==> src/rtl/uart_time_reporter_pkg.sv <==
// Shared definitions for the UART time reporter: FSM encoding, ASCII constants
// and frame lengths.
package uart_time_reporter_pkg;

    typedef enum logic [1:0] {
        IDLE      = 2'd0,
        SEND      = 2'd1,
        WAIT_ACK  = 2'd2,
        WAIT_DONE = 2'd3
    } state_t;

    localparam logic [7:0] ASCII_ZERO = 8'h30;
    localparam logic [7:0] ASCII_CR   = 8'h0D;
    localparam logic [7:0] ASCII_LF   = 8'h0A;

    localparam int unsigned FRAME_LEN_CRLF = 7;
    localparam int unsigned FRAME_LEN_LF   = 6;

endpackage

==> src/rtl/uart_time_reporter_bin_to_ascii2.sv <==
// Combinational 6-bit binary to two ASCII decimal digits (0..63 -> "00".."63").
module bin_to_ascii2
    import uart_time_reporter_pkg::*;
(
    input  logic [5:0] value,
    output logic [7:0] tens,
    output logic [7:0] units
);

    logic [5:0] quotient;
    logic [5:0] remainder;

    assign quotient  = value / 6'd10;
    assign remainder = value - quotient * 6'd10;
    assign tens      = ASCII_ZERO + {2'b00, quotient};
    assign units     = ASCII_ZERO + {2'b00, remainder};

endmodule

==> src/rtl/uart_time_reporter.sv <==
// Sends "HH:MM\r\n" (or "HH:MM\n") to a UART transmitter on request.
// Define UART_TIME_REPORTER_AUTO_EN to also send a frame whenever minutes change.
module uart_time_reporter
    import uart_time_reporter_pkg::*;
#(
    parameter logic [7:0] Separator = 8'h3A,
    parameter bit         UseCrLf   = 1'b1
) (
    input  logic       clock,
    input  logic       reset,
    input  logic       sendRequest,
    input  logic [5:0] minutes,
    input  logic [5:0] hours,
    input  logic       uartReady,
    output logic       uartStart,
    output logic [7:0] uartData,
    output logic       busy
);

    localparam logic [2:0] LAST_INDEX = UseCrLf ? 3'(FRAME_LEN_CRLF - 1) : 3'(FRAME_LEN_LF - 1);

    state_t     state, state_next;
    logic [2:0] index, index_next;
    logic       pending, pending_next;
    logic       snap_load;
    logic       start_next;
    logic [7:0] data_next;
    logic [7:0] frame_byte;
    logic [5:0] hours_snap, minutes_snap;
    logic [7:0] hours_tens, hours_units, minutes_tens, minutes_units;
    logic       request;

`ifdef UART_TIME_REPORTER_AUTO_EN
    logic [5:0] minutes_last;

    always_ff @(posedge clock) begin
        if (reset) minutes_last <= '0;
        else       minutes_last <= minutes;
    end

    assign request = sendRequest || (minutes != minutes_last);
`else
    assign request = sendRequest;
`endif

    bin_to_ascii2 u_hours_ascii (
        .value (hours_snap),
        .tens  (hours_tens),
        .units (hours_units)
    );

    bin_to_ascii2 u_minutes_ascii (
        .value (minutes_snap),
        .tens  (minutes_tens),
        .units (minutes_units)
    );

    always_comb begin
        frame_byte = ASCII_LF;
        case (index)
            3'd0:    frame_byte = hours_tens;
            3'd1:    frame_byte = hours_units;
            3'd2:    frame_byte = Separator;
            3'd3:    frame_byte = minutes_tens;
            3'd4:    frame_byte = minutes_units;
            3'd5:    frame_byte = UseCrLf ? ASCII_CR : ASCII_LF;
            default: frame_byte = ASCII_LF;
        endcase
    end

    // Requests arriving mid-frame collapse into one pending flag, served from IDLE.
    always_comb begin
        state_next   = state;
        index_next   = index;
        pending_next = pending;
        snap_load    = 1'b0;
        start_next   = 1'b0;
        data_next    = uartData;
        if (request && state != IDLE) pending_next = 1'b1;
        case (state)
            IDLE: begin
                if (request || pending) begin
                    snap_load    = 1'b1;
                    pending_next = 1'b0;
                    index_next   = 3'd0;
                    state_next   = SEND;
                end
            end
            SEND: begin
                if (uartReady) begin
                    start_next = 1'b1;
                    data_next  = frame_byte;
                    state_next = WAIT_ACK;
                end
            end
            WAIT_ACK: begin
                if (!uartReady) state_next = WAIT_DONE;
            end
            WAIT_DONE: begin
                if (uartReady) begin
                    if (index == LAST_INDEX) begin
                        index_next = 3'd0;
                        state_next = IDLE;
                    end else begin
                        index_next = index + 3'd1;
                        state_next = SEND;
                    end
                end
            end
            default: state_next = IDLE;
        endcase
    end

    always_ff @(posedge clock) begin
        if (reset) begin
            state        <= IDLE;
            index        <= 3'd0;
            pending      <= 1'b0;
            uartStart    <= 1'b0;
            uartData     <= 8'h00;
            hours_snap   <= 6'd0;
            minutes_snap <= 6'd0;
        end else begin
            state     <= state_next;
            index     <= index_next;
            pending   <= pending_next;
            uartStart <= start_next;
            uartData  <= data_next;
            if (snap_load) begin
                hours_snap   <= hours;
                minutes_snap <= minutes;
            end
        end
    end

    assign busy = (state != IDLE);

endmodule

==> config.mk <==
export PLATFORM = sky130hd
export DESIGN_NAME = uart_time_reporter
export DESIGN_NICKNAME = d
export VERILOG_FILES = /design/src/rtl/uart_time_reporter_pkg.sv /design/src/rtl/uart_time_reporter_bin_to_ascii2.sv /design/src/rtl/uart_time_reporter.sv
export SDC_FILE = /design/constraint.sdc
export NUM_CORES = 1
export LEC_CHECK = 0
export ABC_AREA = 1
export BUFFER_PORTS_ARGS = -buffer_cell sky130_fd_sc_hd__clkbuf_2
export CAP_MARGIN = 30
export CELL_PAD_IN_SITES_DETAIL_PLACEMENT = 1
export CELL_PAD_IN_SITES_GLOBAL_PLACEMENT = 1
export CORE_UTILIZATION = 38
export CTS_BUF_LIST = sky130_fd_sc_hd__clkbuf_4
export DETAILED_ROUTE_END_ITERATION = 10
export PLACE_DENSITY_LB_ADDON = 0.1
export SETUP_SLACK_MARGIN = 0.5
export SLEW_MARGIN = 30
export SYNTH_ARGS = -nofsm -noshare
export SYNTH_HDL_FRONTEND = slang
export SYNTH_SLANG_ARGS = --single-unit
==> constraint.sdc <==
create_clock -name clock -period 4.9 [get_ports clock]
set_clock_uncertainty 0.2 [all_clocks]
set_input_delay 0.245 -clock clock [delete_from_list [all_inputs] [get_ports clock]]
set_output_delay 0.245 -clock clock [all_outputs]
set_load 0.01 [all_outputs]
==> metrics.txt, run 1 <==
# TYPE chip_impl_metric gauge
chip_impl_metric{name="cp_num_buf_inv",unit=""} 7
chip_impl_metric{name="fmax",unit="GHz"} 0.2490
chip_impl_metric{name="detail_route.wirelength.met1",unit="µm"} 2263
chip_impl_metric{name="layout_worst_path_cycle_share",unit="%"} 81.97
chip_impl_metric{name="met2RoutedLength",unit="µm"} 2272
chip_impl_metric{name="grt-ovfl-total",unit=""} 0
chip_impl_info{name="layout.cells.most_common_list",value="sky130_fd_sc_hd__nand2_1, sky130_fd_sc_hd__inv_1, sky130_fd_sc_hd__dfxtp_1"} 1
chip_impl_metric{name="post_synth_instance_area",unit="µm²"} 1891
chip_impl_metric{name="coreArea",unit="µm²"} 4755
chip_impl_info{name="root_buffer",value="sky130_fd_sc_hd__clkbuf_4"} 1
chip_impl_metric{name="final_slew_violations",unit=""} 0
chip_impl_info{name="worst_hold_startpoint",value="minutes[2]"} 1
chip_impl_metric{name="antenna_left",unit=""} 0
chip_impl_metric{name="layout-area-overhead-vs-synth",unit="%"} 16.21
chip_impl_metric{name="internal_power",unit="W"} 0.0005628
chip_impl_info{name="hold_path.class",value="in -> reg"} 1
chip_impl_metric{name="rows",unit=""} 25
chip_impl_metric{name="ys_ff_latch",unit=""} 26
chip_impl_metric{name="syn_area_per_cell",unit="µm²"} 6.776
chip_impl_info{name="r2r-start",value="hours_snap[3]"} 1
chip_impl_metric{name="grt_pass1_vias",unit=""} 1787
chip_impl_metric{name="avgViaCountPerCell",unit=""} 4.709
chip_impl_metric{name="place.gp.congestion",unit=""} 0.8219
chip_impl_metric{name="hold_depth",unit=""} 3
chip_impl_info{name="tritoncts",value="done"} 1
chip_impl_metric{name="setup-violations-final",unit=""} 0
chip_impl_metric{name="routed-via-count",unit=""} 1780
chip_impl_metric{name="synth_largest_type_area_fraction",unit="%"} 27.53
chip_impl_metric{name="sequentialPowerShare",unit="%"} 27.5
chip_impl_metric{name="wl_met3",unit="µm"} 80
chip_impl_metric{name="path_max_fanout",unit=""} 5
chip_impl_metric{name="n_fill_cell",unit=""} 652
chip_impl_metric{name="timing.max_slew.rel_slack",unit="%"} 63.23
chip_impl_metric{name="irDropWorstVdd",unit="mV"} 0.2254
chip_impl_metric{name="switching_share",unit="%"} 49.62
chip_impl_metric{name="synth_nets",unit=""} 315
chip_impl_metric{name="multi_input_area",unit="µm²"} 1154
chip_impl_metric{name="wirelength",unit="µm"} 4644
chip_impl_metric{name="port-buffer-count",unit=""} 24
chip_impl_info{name="crit_path_start_kind",value="flop"} 1
chip_impl_metric{name="antenna_violations_before_repair",unit=""} 0
chip_impl_metric{name="drt_iter0_drc",unit=""} 36
chip_impl_metric{name="clkLatencyLatePin",unit="ns"} 0.32
chip_impl_metric{name="fin_setup_tns",unit="ns"} 0
chip_impl_metric{name="worst_slew_pin_slew",unit="ns"} 0.5510
chip_impl_metric{name="power_density",unit="nW/µm²"} 508.5
chip_impl_info{name="worst_path_most_repeated_cell",value="sky130_fd_sc_hd__inv_1"} 1
chip_impl_info{name="top_signal_layer_used",value="met4"} 1
chip_impl_metric{name="drive_gt1_share",unit="%"} 16.08
chip_impl_metric{name="seqCellArea",unit="µm²"} 521.8
chip_impl_metric{name="synth_sequential_area_ratio",unit="%"} 27.53
chip_impl_metric{name="r2r_cells",unit=""} 26
chip_impl_metric{name="detailed_place_hpwl",unit="µm"} 3750
chip_impl_info{name="worst_path_max_delay_cell",value="sky130_fd_sc_hd__dfxtp_2"} 1
chip_impl_info{name="end_kind",value="flop"} 1
chip_impl_metric{name="numCtsBuffers",unit=""} 3
chip_impl_metric{name="die_area",unit="µm²"} 5261
chip_impl_info{name="layout.cells.most_common",value="sky130_fd_sc_hd__nand2_1"} 1
chip_impl_metric{name="insertedDiodeCount",unit=""} 0
chip_impl_info{name="r2r-end",value="uartData[6]"} 1
chip_impl_metric{name="cap_viol_max_count",unit=""} 0
chip_impl_metric{name="power_frac_clock",unit="%"} 8.3
chip_impl_info{name="hold_path_end",value="minutes_snap[2]"} 1
chip_impl_metric{name="switching_power",unit="W"} 0.0005544
chip_impl_info{name="yosys-top-cells-area",value="sky130_fd_sc_hd__dfxtp_1, sky130_fd_sc_hd__ha_1, sky130_fd_sc_hd__nand2_1, sky130_fd_sc_hd__inv_1, sky130_fd_sc_hd__a21oi_1"} 1
chip_impl_metric{name="post-route-drc-count",unit=""} 0
chip_impl_info{name="crit_family",value="adder cells"} 1
chip_impl_metric{name="final_nets",unit=""} 349
chip_impl_metric{name="num_io_pins",unit=""} 26
chip_impl_metric{name="wl_per_cell",unit="µm"} 12.29
chip_impl_metric{name="synthesis.yosys.warnings",unit=""} 0
chip_impl_metric{name="grt_first_pass_wirelength",unit="µm"} 7921
chip_impl_metric{name="pwr-share-comb",unit="%"} 64.2
chip_impl_metric{name="chipWidth",unit="µm"} 72.54
chip_impl_metric{name="layout_setup_ws",unit="ns"} 0.8834
chip_impl_metric{name="finalHoldViolations",unit=""} 0
chip_impl_metric{name="cts.clk_slew.worst_paths",unit="ns"} 0.15
chip_impl_metric{name="cellLeakagePower",unit="nW"} 1.060
chip_impl_metric{name="fin_crit",unit="ns"} 4.017
chip_impl_info{name="run_status",value="finished, final reports clean"} 1
chip_impl_metric{name="grt_max_degree",unit=""} 22
chip_impl_metric{name="timing.critical_path.arrival",unit="ns"} 4.07
chip_impl_metric{name="initial_core_util",unit="%"} 39.76
chip_impl_metric{name="critical-path-max-stage-delay",unit="ns"} 0.41
chip_impl_metric{name="synthDistinctLibCells",unit=""} 36
chip_impl_metric{name="placement_setup_slack",unit="ns"} 0.7579
chip_impl_metric{name="reg2reg_setup_slack",unit="ns"} 0.88
chip_impl_metric{name="post_syn_instances",unit=""} 279
chip_impl_metric{name="cts.htree.levels",unit=""} 1
chip_impl_info{name="timing.setup.critical_path_class",value="reg -> reg"} 1
chip_impl_metric{name="die-height",unit="µm"} 72.54
chip_impl_metric{name="worstPathRequired",unit="ns"} 4.95
chip_impl_info{name="synth_top_cell_by_area",value="sky130_fd_sc_hd__dfxtp_1"} 1
chip_impl_metric{name="cts_num_sinks",unit=""} 26
chip_impl_metric{name="clk_path_buf_depth",unit=""} 2
chip_impl_info{name="unrepaired_setup_endpoints_after_global_routing",value="false"} 1
chip_impl_metric{name="p_total",unit="W"} 0.001117
chip_impl_metric{name="grt_util_all_layers",unit="%"} 19.29
chip_impl_metric{name="drt-pass1-iter-count",unit=""} 4
## metal layers
metal	global-route usage, %	vias up
met1	24.32	801
met4	4.575	0
met2	35.20	16
met3	1.806	2
met5	0	-
li1	-	961
## final cells by class
class                   instances  area share (%)
multi-input cells             198           52.51
flip-flops and latches         26           23.75
repair buffers                 35           10.48
inverters                      49           8.428
well taps                      67           3.815
clock buffers                   3           1.025
## how the worst max path moves through the flow
stage,startpoint,to,slack (ns),cells after the start
after floorplan,hours_snap[3],uartData[5],1.33,26
after global placement,hours_snap[3],uartData[6],1.02,26
after detailed placement,hours_snap[3],uartData[6],0.76,26
after CTS,hours_snap[3],uartData[6],0.71,26
after global routing,hours_snap[3],uartData[6],0.53,26
final,hours_snap[3],uartData[6],0.88,26
## cells by family (layout without fill, tap and decap cells)
kind of cell	count (synthesis)	count (layout)	share of synthesized area (%)
simple gates	113	113	26.67
compound gates	61	61	18.47
buf+inv	55	87	11.71
flops	26	26	27.53
fa+ha+maj	20	20	14.03
xor+xnor	3	3	1.390
other cells	1	1	0.1984
## flip-flops by register name (all words and copies together) (netlist names)
signal,cells
state,2
hours_snap,6
pending,1
minutes_snap,6
uartData,7
uartStart,1
index,3
## Yosys cell counts, drive strengths merged
| cell type | n |
|---|---|
| nand2 | 63 |
| inv | 48 |
| a21oi | 27 |
| dfxtp | 26 |
| o21ai | 25 |
| nor2 | 24 |
| nand3 | 19 |
| ha | 18 |
| buf | 4 |
| o21bai | 3 |
| or2 | 3 |
| xnor2 | 3 |
| clkbuf | 2 |
| fa | 2 |
| nor3 | 2 |
| a211oi | 1 |
| a32oi | 1 |
| a41oi | 1 |
| clkinv | 1 |
| conb | 1 |
| nand4 | 1 |
| nor3b | 1 |
| o2111ai | 1 |
| o211ai | 1 |
| o21ba | 1 |
## stage by stage
step           instance area [µm²]  instances  utilization (%)  hold slack, ns
3_3_place_gp                  2058        364            43.29          0.2550
2_1_floorplan                 1891        279                -          0.1799
4_1_cts                       2191        378            46.08      0.00008921
6_report                      2197        378            46.21        0.002716
3_5_place_dp                  2058        364            43.29          0.2639
5_1_grt                       2197        378            46.21         0.03572
## power by group through the flow
stage | Sequential [W] | Combinational, W | Clock (W)
finish | 0.000308 | 0.000717 | 0.0000927
global route | 0.000316 | 0.000831 | 0.000101
CTS | 0.000308 | 0.000724 | 0.0000986
detailed placement | 0.000313 | 0.000713 | 0
global placement | 0.000313 | 0.000692 | 0
floorplan | 0.000304 | 0.000541 | 0
## tightest hold or removal path, cell delays in order
cell,delay (ns)
sky130_fd_sc_hd__clkbuf_2,0.07
sky130_fd_sc_hd__o21ai_0,0.07
sky130_fd_sc_hd__a21oi_1,0.11
## what timing repair did
| action | CTS | global route |
|---|---|---|
| endpoints found under the hold margin | 11 | 0 |
| setup buffers | 0 | 0 |
| hold buffers | 11 | 0 |
| resized for setup | 0 | 2 |
| setup endpoints to repair | 0 | 2 |
(Power assumes the default switching activity.)
==> run 2: changes to the inputs <==
ABC_AREA = 0   (was 1)
clock period = 3.2 ns   (was 4.9 ns; I/O delays follow)
==> metrics.txt, run 2 <==
# TYPE chip_impl_metric gauge
chip_impl_metric{name="rows",unit=""} 25
chip_impl_metric{name="routed-via-count",unit=""} 1968
chip_impl_metric{name="cts.htree.levels",unit=""} 1
chip_impl_metric{name="avgViaCountPerCell",unit=""} 5.125
chip_impl_info{name="end_kind",value="flop"} 1
chip_impl_metric{name="clk_path_buf_depth",unit=""} 2
chip_impl_metric{name="ys_ff_latch",unit=""} 26
chip_impl_metric{name="internal_power",unit="W"} 0.001194
chip_impl_metric{name="port-buffer-count",unit=""} 24
chip_impl_metric{name="power_frac_clock",unit="%"} 7.2
chip_impl_info{name="r2r-start",value="hours_snap[5]"} 1
chip_impl_metric{name="cts.clk_slew.worst_paths",unit="ns"} 0.16
chip_impl_metric{name="drt-pass1-iter-count",unit=""} 4
chip_impl_info{name="worst_hold_startpoint",value="uartReady"} 1
chip_impl_metric{name="cellLeakagePower",unit="nW"} 1.170
chip_impl_info{name="root_buffer",value="sky130_fd_sc_hd__clkbuf_4"} 1
chip_impl_metric{name="chipWidth",unit="µm"} 72.07
chip_impl_metric{name="finalHoldViolations",unit=""} 0
chip_impl_info{name="layout.cells.most_common",value="sky130_fd_sc_hd__buf_4"} 1
chip_impl_metric{name="worst_slew_pin_slew",unit="ns"} 0.7818
chip_impl_metric{name="setup-violations-final",unit=""} 5
chip_impl_metric{name="insertedDiodeCount",unit=""} 0
chip_impl_info{name="postSynth.topFlopCell",value="sky130_fd_sc_hd__dfxtp_1"} 1
chip_impl_metric{name="post_synth_instance_area",unit="µm²"} 1866
chip_impl_metric{name="numCtsBuffers",unit=""} 3
chip_impl_metric{name="drt_iter0_drc",unit=""} 84
chip_impl_metric{name="clkLatencyLatePin",unit="ns"} 0.32
chip_impl_metric{name="grt_pass1_vias",unit=""} 1985
chip_impl_metric{name="fin_setup_tns",unit="ns"} -0.9258
chip_impl_metric{name="fmax",unit="GHz"} 0.2714
chip_impl_info{name="timing.setup.critical_path_class",value="reg -> reg"} 1
chip_impl_metric{name="timing.max_slew.rel_slack",unit="%"} 47.69
chip_impl_metric{name="path_max_fanout",unit=""} 2
chip_impl_metric{name="initial_core_util",unit="%"} 39.50
chip_impl_metric{name="post-route-drc-count",unit=""} 0
chip_impl_metric{name="grt_max_degree",unit=""} 27
chip_impl_metric{name="postLayoutCellArea",unit="µm²"} 2794
chip_impl_metric{name="cp_num_buf_inv",unit=""} 3
chip_impl_metric{name="largest_register_ff_count",unit=""} 7
chip_impl_metric{name="grt-ovfl-total",unit=""} 0
chip_impl_metric{name="die_area",unit="µm²"} 5193
chip_impl_metric{name="p_total",unit="W"} 0.002090
chip_impl_metric{name="finalNonFillerCells",unit=""} 384
chip_impl_metric{name="drive_gt1_share",unit="%"} 39.12
chip_impl_metric{name="layout_worst_path_cycle_share",unit="%"} 115.2
chip_impl_metric{name="synthesis.yosys.warnings",unit=""} 0
chip_impl_metric{name="dpl-instance-area",unit="µm²"} 2291
chip_impl_metric{name="die-height",unit="µm"} 72.07
chip_impl_info{name="yosys.cell_count.top_type",value="sky130_fd_sc_hd__nand2_1"} 1
chip_impl_metric{name="layout_setup_ws",unit="ns"} -0.4848
chip_impl_info{name="layout.cells.most_common_list",value="sky130_fd_sc_hd__buf_4, sky130_fd_sc_hd__nand2_1, sky130_fd_sc_hd__nor2_1"} 1
chip_impl_metric{name="critical-path-max-stage-delay",unit="ns"} 0.38
chip_impl_metric{name="antenna_violations_before_repair",unit=""} 0
chip_impl_metric{name="coreArea",unit="µm²"} 4723
chip_impl_info{name="hold_path_end",value="uartStart"} 1
chip_impl_metric{name="fin_crit",unit="ns"} 3.685
chip_impl_metric{name="wl_per_cell",unit="µm"} 15.64
chip_impl_info{name="yosys-top-cells-area",value="sky130_fd_sc_hd__dfxtp_1, sky130_fd_sc_hd__ha_1, sky130_fd_sc_hd__a21oi_1, sky130_fd_sc_hd__nand2_1, sky130_fd_sc_hd__nor2_1"} 1
chip_impl_metric{name="sequentialPowerShare",unit="%"} 21.2
chip_impl_metric{name="pwr-share-comb",unit="%"} 71.6
chip_impl_metric{name="synth_nets",unit=""} 279
chip_impl_metric{name="worstPathRequired",unit="ns"} 3.25
chip_impl_metric{name="detailed_place_hpwl",unit="µm"} 3827
chip_impl_info{name="failing_checks",value="setup timing"} 1
chip_impl_metric{name="synth-edff-count",unit=""} 0
chip_impl_metric{name="synth_largest_type_area_fraction",unit="%"} 27.90
chip_impl_metric{name="switching_power",unit="W"} 0.0008958
chip_impl_metric{name="irDropWorstVdd",unit="mV"} 0.4841
chip_impl_info{name="worst_path_max_delay_cell",value="sky130_fd_sc_hd__dfxtp_2"} 1
chip_impl_info{name="r2r-end",value="uartData[5]"} 1
chip_impl_metric{name="cts_num_sinks",unit=""} 26
chip_impl_metric{name="power_density",unit="nW/µm²"} 748.1
chip_impl_metric{name="timing.critical_path.arrival",unit="ns"} 3.73
chip_impl_info{name="worstPathCellList",value="inv_2, maj3_2, a21oi_2, ha_1, nand2_2, a31oi_4, o221ai_4, buf_6, ha_4, fa_2, inv_2, a21o_1, a21oi_2, xnor2_1, a22oi_1, ha_1, nor2_1, o21ai_1, a311oi_1"} 1
chip_impl_info{name="synth_top_cell_by_area",value="sky130_fd_sc_hd__dfxtp_1"} 1
chip_impl_metric{name="synthDistinctLibCells",unit=""} 43
chip_impl_metric{name="num_io_pins",unit=""} 26
chip_impl_metric{name="final_slew_violations",unit=""} 0
chip_impl_metric{name="reg2reg_setup_slack",unit="ns"} -0.48
chip_impl_info{name="crit_path_start_kind",value="flop"} 1
chip_impl_metric{name="r2r_cells",unit=""} 19
chip_impl_info{name="biggestRegsByFlops",value="uartData (7), hours_snap (6), minutes_snap (6)"} 1
chip_impl_metric{name="syn_area_per_cell",unit="µm²"} 7.677
chip_impl_metric{name="cap_viol_max_count",unit=""} 0
chip_impl_metric{name="synthArstFlopShare",unit="%"} 0
chip_impl_info{name="run_status",value="finished with violations"} 1
chip_impl_metric{name="wirelength",unit="µm"} 6006
chip_impl_metric{name="grt_util_all_layers",unit="%"} 22.88
chip_impl_metric{name="grt_first_pass_wirelength",unit="µm"} 9370
chip_impl_info{name="unrepaired_setup_endpoints_after_global_routing",value="true"} 1
chip_impl_info{name="crit_family",value="compound AO/OA/AOI/OAI gates"} 1
chip_impl_metric{name="switching_share",unit="%"} 42.86
chip_impl_metric{name="place.detailed.instances",unit=""} 350
chip_impl_metric{name="antenna_left",unit=""} 0
chip_impl_info{name="tritoncts",value="done"} 1
chip_impl_metric{name="final_nets",unit=""} 354
chip_impl_metric{name="synth_sequential_area_ratio",unit="%"} 27.90
chip_impl_info{name="synth.cells.most_frequent",value="sky130_fd_sc_hd__nand2_1, sky130_fd_sc_hd__dfxtp_1, sky130_fd_sc_hd__a21oi_1, sky130_fd_sc_hd__nor2_1"} 1
chip_impl_metric{name="hold_depth",unit=""} 3
chip_impl_metric{name="post_syn_instances",unit=""} 243
chip_impl_info{name="largest-register",value="uartData"} 1
chip_impl_metric{name="layout-area-overhead-vs-synth",unit="%"} 49.77
chip_impl_metric{name="place.gp.congestion",unit=""} 0.8155
chip_impl_info{name="hold_path.class",value="in -> reg"} 1
[run 2: stage by stage]
step | utilization (%) | worst slack [ns] | hold WS, ns
detailed placement | 48.50 | -0.6753 | 0.1882
CTS | 55.47 | -0.5000 | 0.1230
finish | 59.15 | -0.4848 | 0.1380
floorplan | - | -0.3861 | 0.08845
global placement | 48.50 | -0.6391 | 0.1773
global route | 59.15 | -0.6756 | 0.1876
[run 2: final cells by class]
| class | instances | area, µm² |
|---|---|---|
| Fill cell | 566 | 1929 |
| Sequential cell | 26 | 526.8 |
| Multi-Input combinational cell | 183 | 1465 |
| Inverter | 21 | 81.33 |
| Timing Repair Buffer | 83 | 610.6 |
| Clock inverter | 1 | 3.754 |
| Tap cell | 67 | 83.83 |
| Clock buffer | 3 | 22.52 |
[run 2: cells by family after synthesis]
group / Yosys count / share of synthesized area, %
AOI/OAI and AO/OA: 65 / 22.47
xor gates and xnor gates: 10 / 4.695
adders and majority gates: 22 / 15.43
buffers and inverters: 34 / 7.243
DFF: 26 / 27.90
muxes: 2 / 1.073
other: 1 / 0.2010
and+or+nand+nor: 83 / 20.99
[run 2: per-layer routing]
| metal | wire length (µm) | track usage, % | vias to the layer above |
|---|---|---|---|
| met3 | 85 | 2.222 | 4 |
| met2 | 3213 | 42.06 | 27 |
| met4 | 38 | 3.704 | 0 |
| met5 | 0 | 0 | - |
| met1 | 2669 | 29.34 | 961 |
| li1 | - | - | 976 |
[run 2: worst register-to-register path, stage by stage (launching register included)]
cell and delay [ns]:
sky130_fd_sc_hd__dfxtp_2 0.38, sky130_fd_sc_hd__inv_2 0.05, sky130_fd_sc_hd__maj3_2 0.29, sky130_fd_sc_hd__a21oi_2 0.14, sky130_fd_sc_hd__ha_1 0.27, sky130_fd_sc_hd__nand2_2 0.11
sky130_fd_sc_hd__a31oi_4 0.10, sky130_fd_sc_hd__o221ai_4 0.24, sky130_fd_sc_hd__buf_6 0.14, sky130_fd_sc_hd__ha_4 0.12, sky130_fd_sc_hd__fa_2 0.22, sky130_fd_sc_hd__inv_2 0.05
sky130_fd_sc_hd__a21o_1 0.17, sky130_fd_sc_hd__a21oi_2 0.16, sky130_fd_sc_hd__xnor2_1 0.14, sky130_fd_sc_hd__a22oi_1 0.11, sky130_fd_sc_hd__ha_1 0.32, sky130_fd_sc_hd__nor2_1 0.09
sky130_fd_sc_hd__o21ai_1 0.07, sky130_fd_sc_hd__a311oi_1 0.25
[run 2: worst max path at each step]
stage / startpoint / end / slack (ns) / cells after the start
after floorplan: hours_snap[3] / uartData[5] / -0.39 / 18
after global placement: minutes_snap[5] / uartData[5] / -0.64 / 18
after detailed placement: minutes_snap[5] / uartData[5] / -0.68 / 18
after CTS: hours_snap[5] / uartData[5] / -0.50 / 17
after global routing: hours_snap[5] / uartData[5] / -0.68 / 18
final: hours_snap[5] / uartData[5] / -0.48 / 19
[run 2: power groups by stage]
stage	Clock, W	Combinational (W)	Sequential [W]
after floorplan	0	0.000713	0.000451
after global placement	0	0.00108	0.000443
after detailed placement	0	0.00110	0.000446
after CTS	0.000152	0.00126	0.000438
after global routing	0.000168	0.00162	0.000451
final	0.000151	0.00150	0.000444
[run 2: repair_timing]
action / 4_1_cts / 5_1_grt
cloned: 0 / 0
endpoints found under the hold margin: 13 / 0
buffers inserted: 13 / 4
resized for setup: 14 / 28
setup endpoints to repair: 6 / 6
hold buffers: 13 / 0
pin swaps: 31 / 17
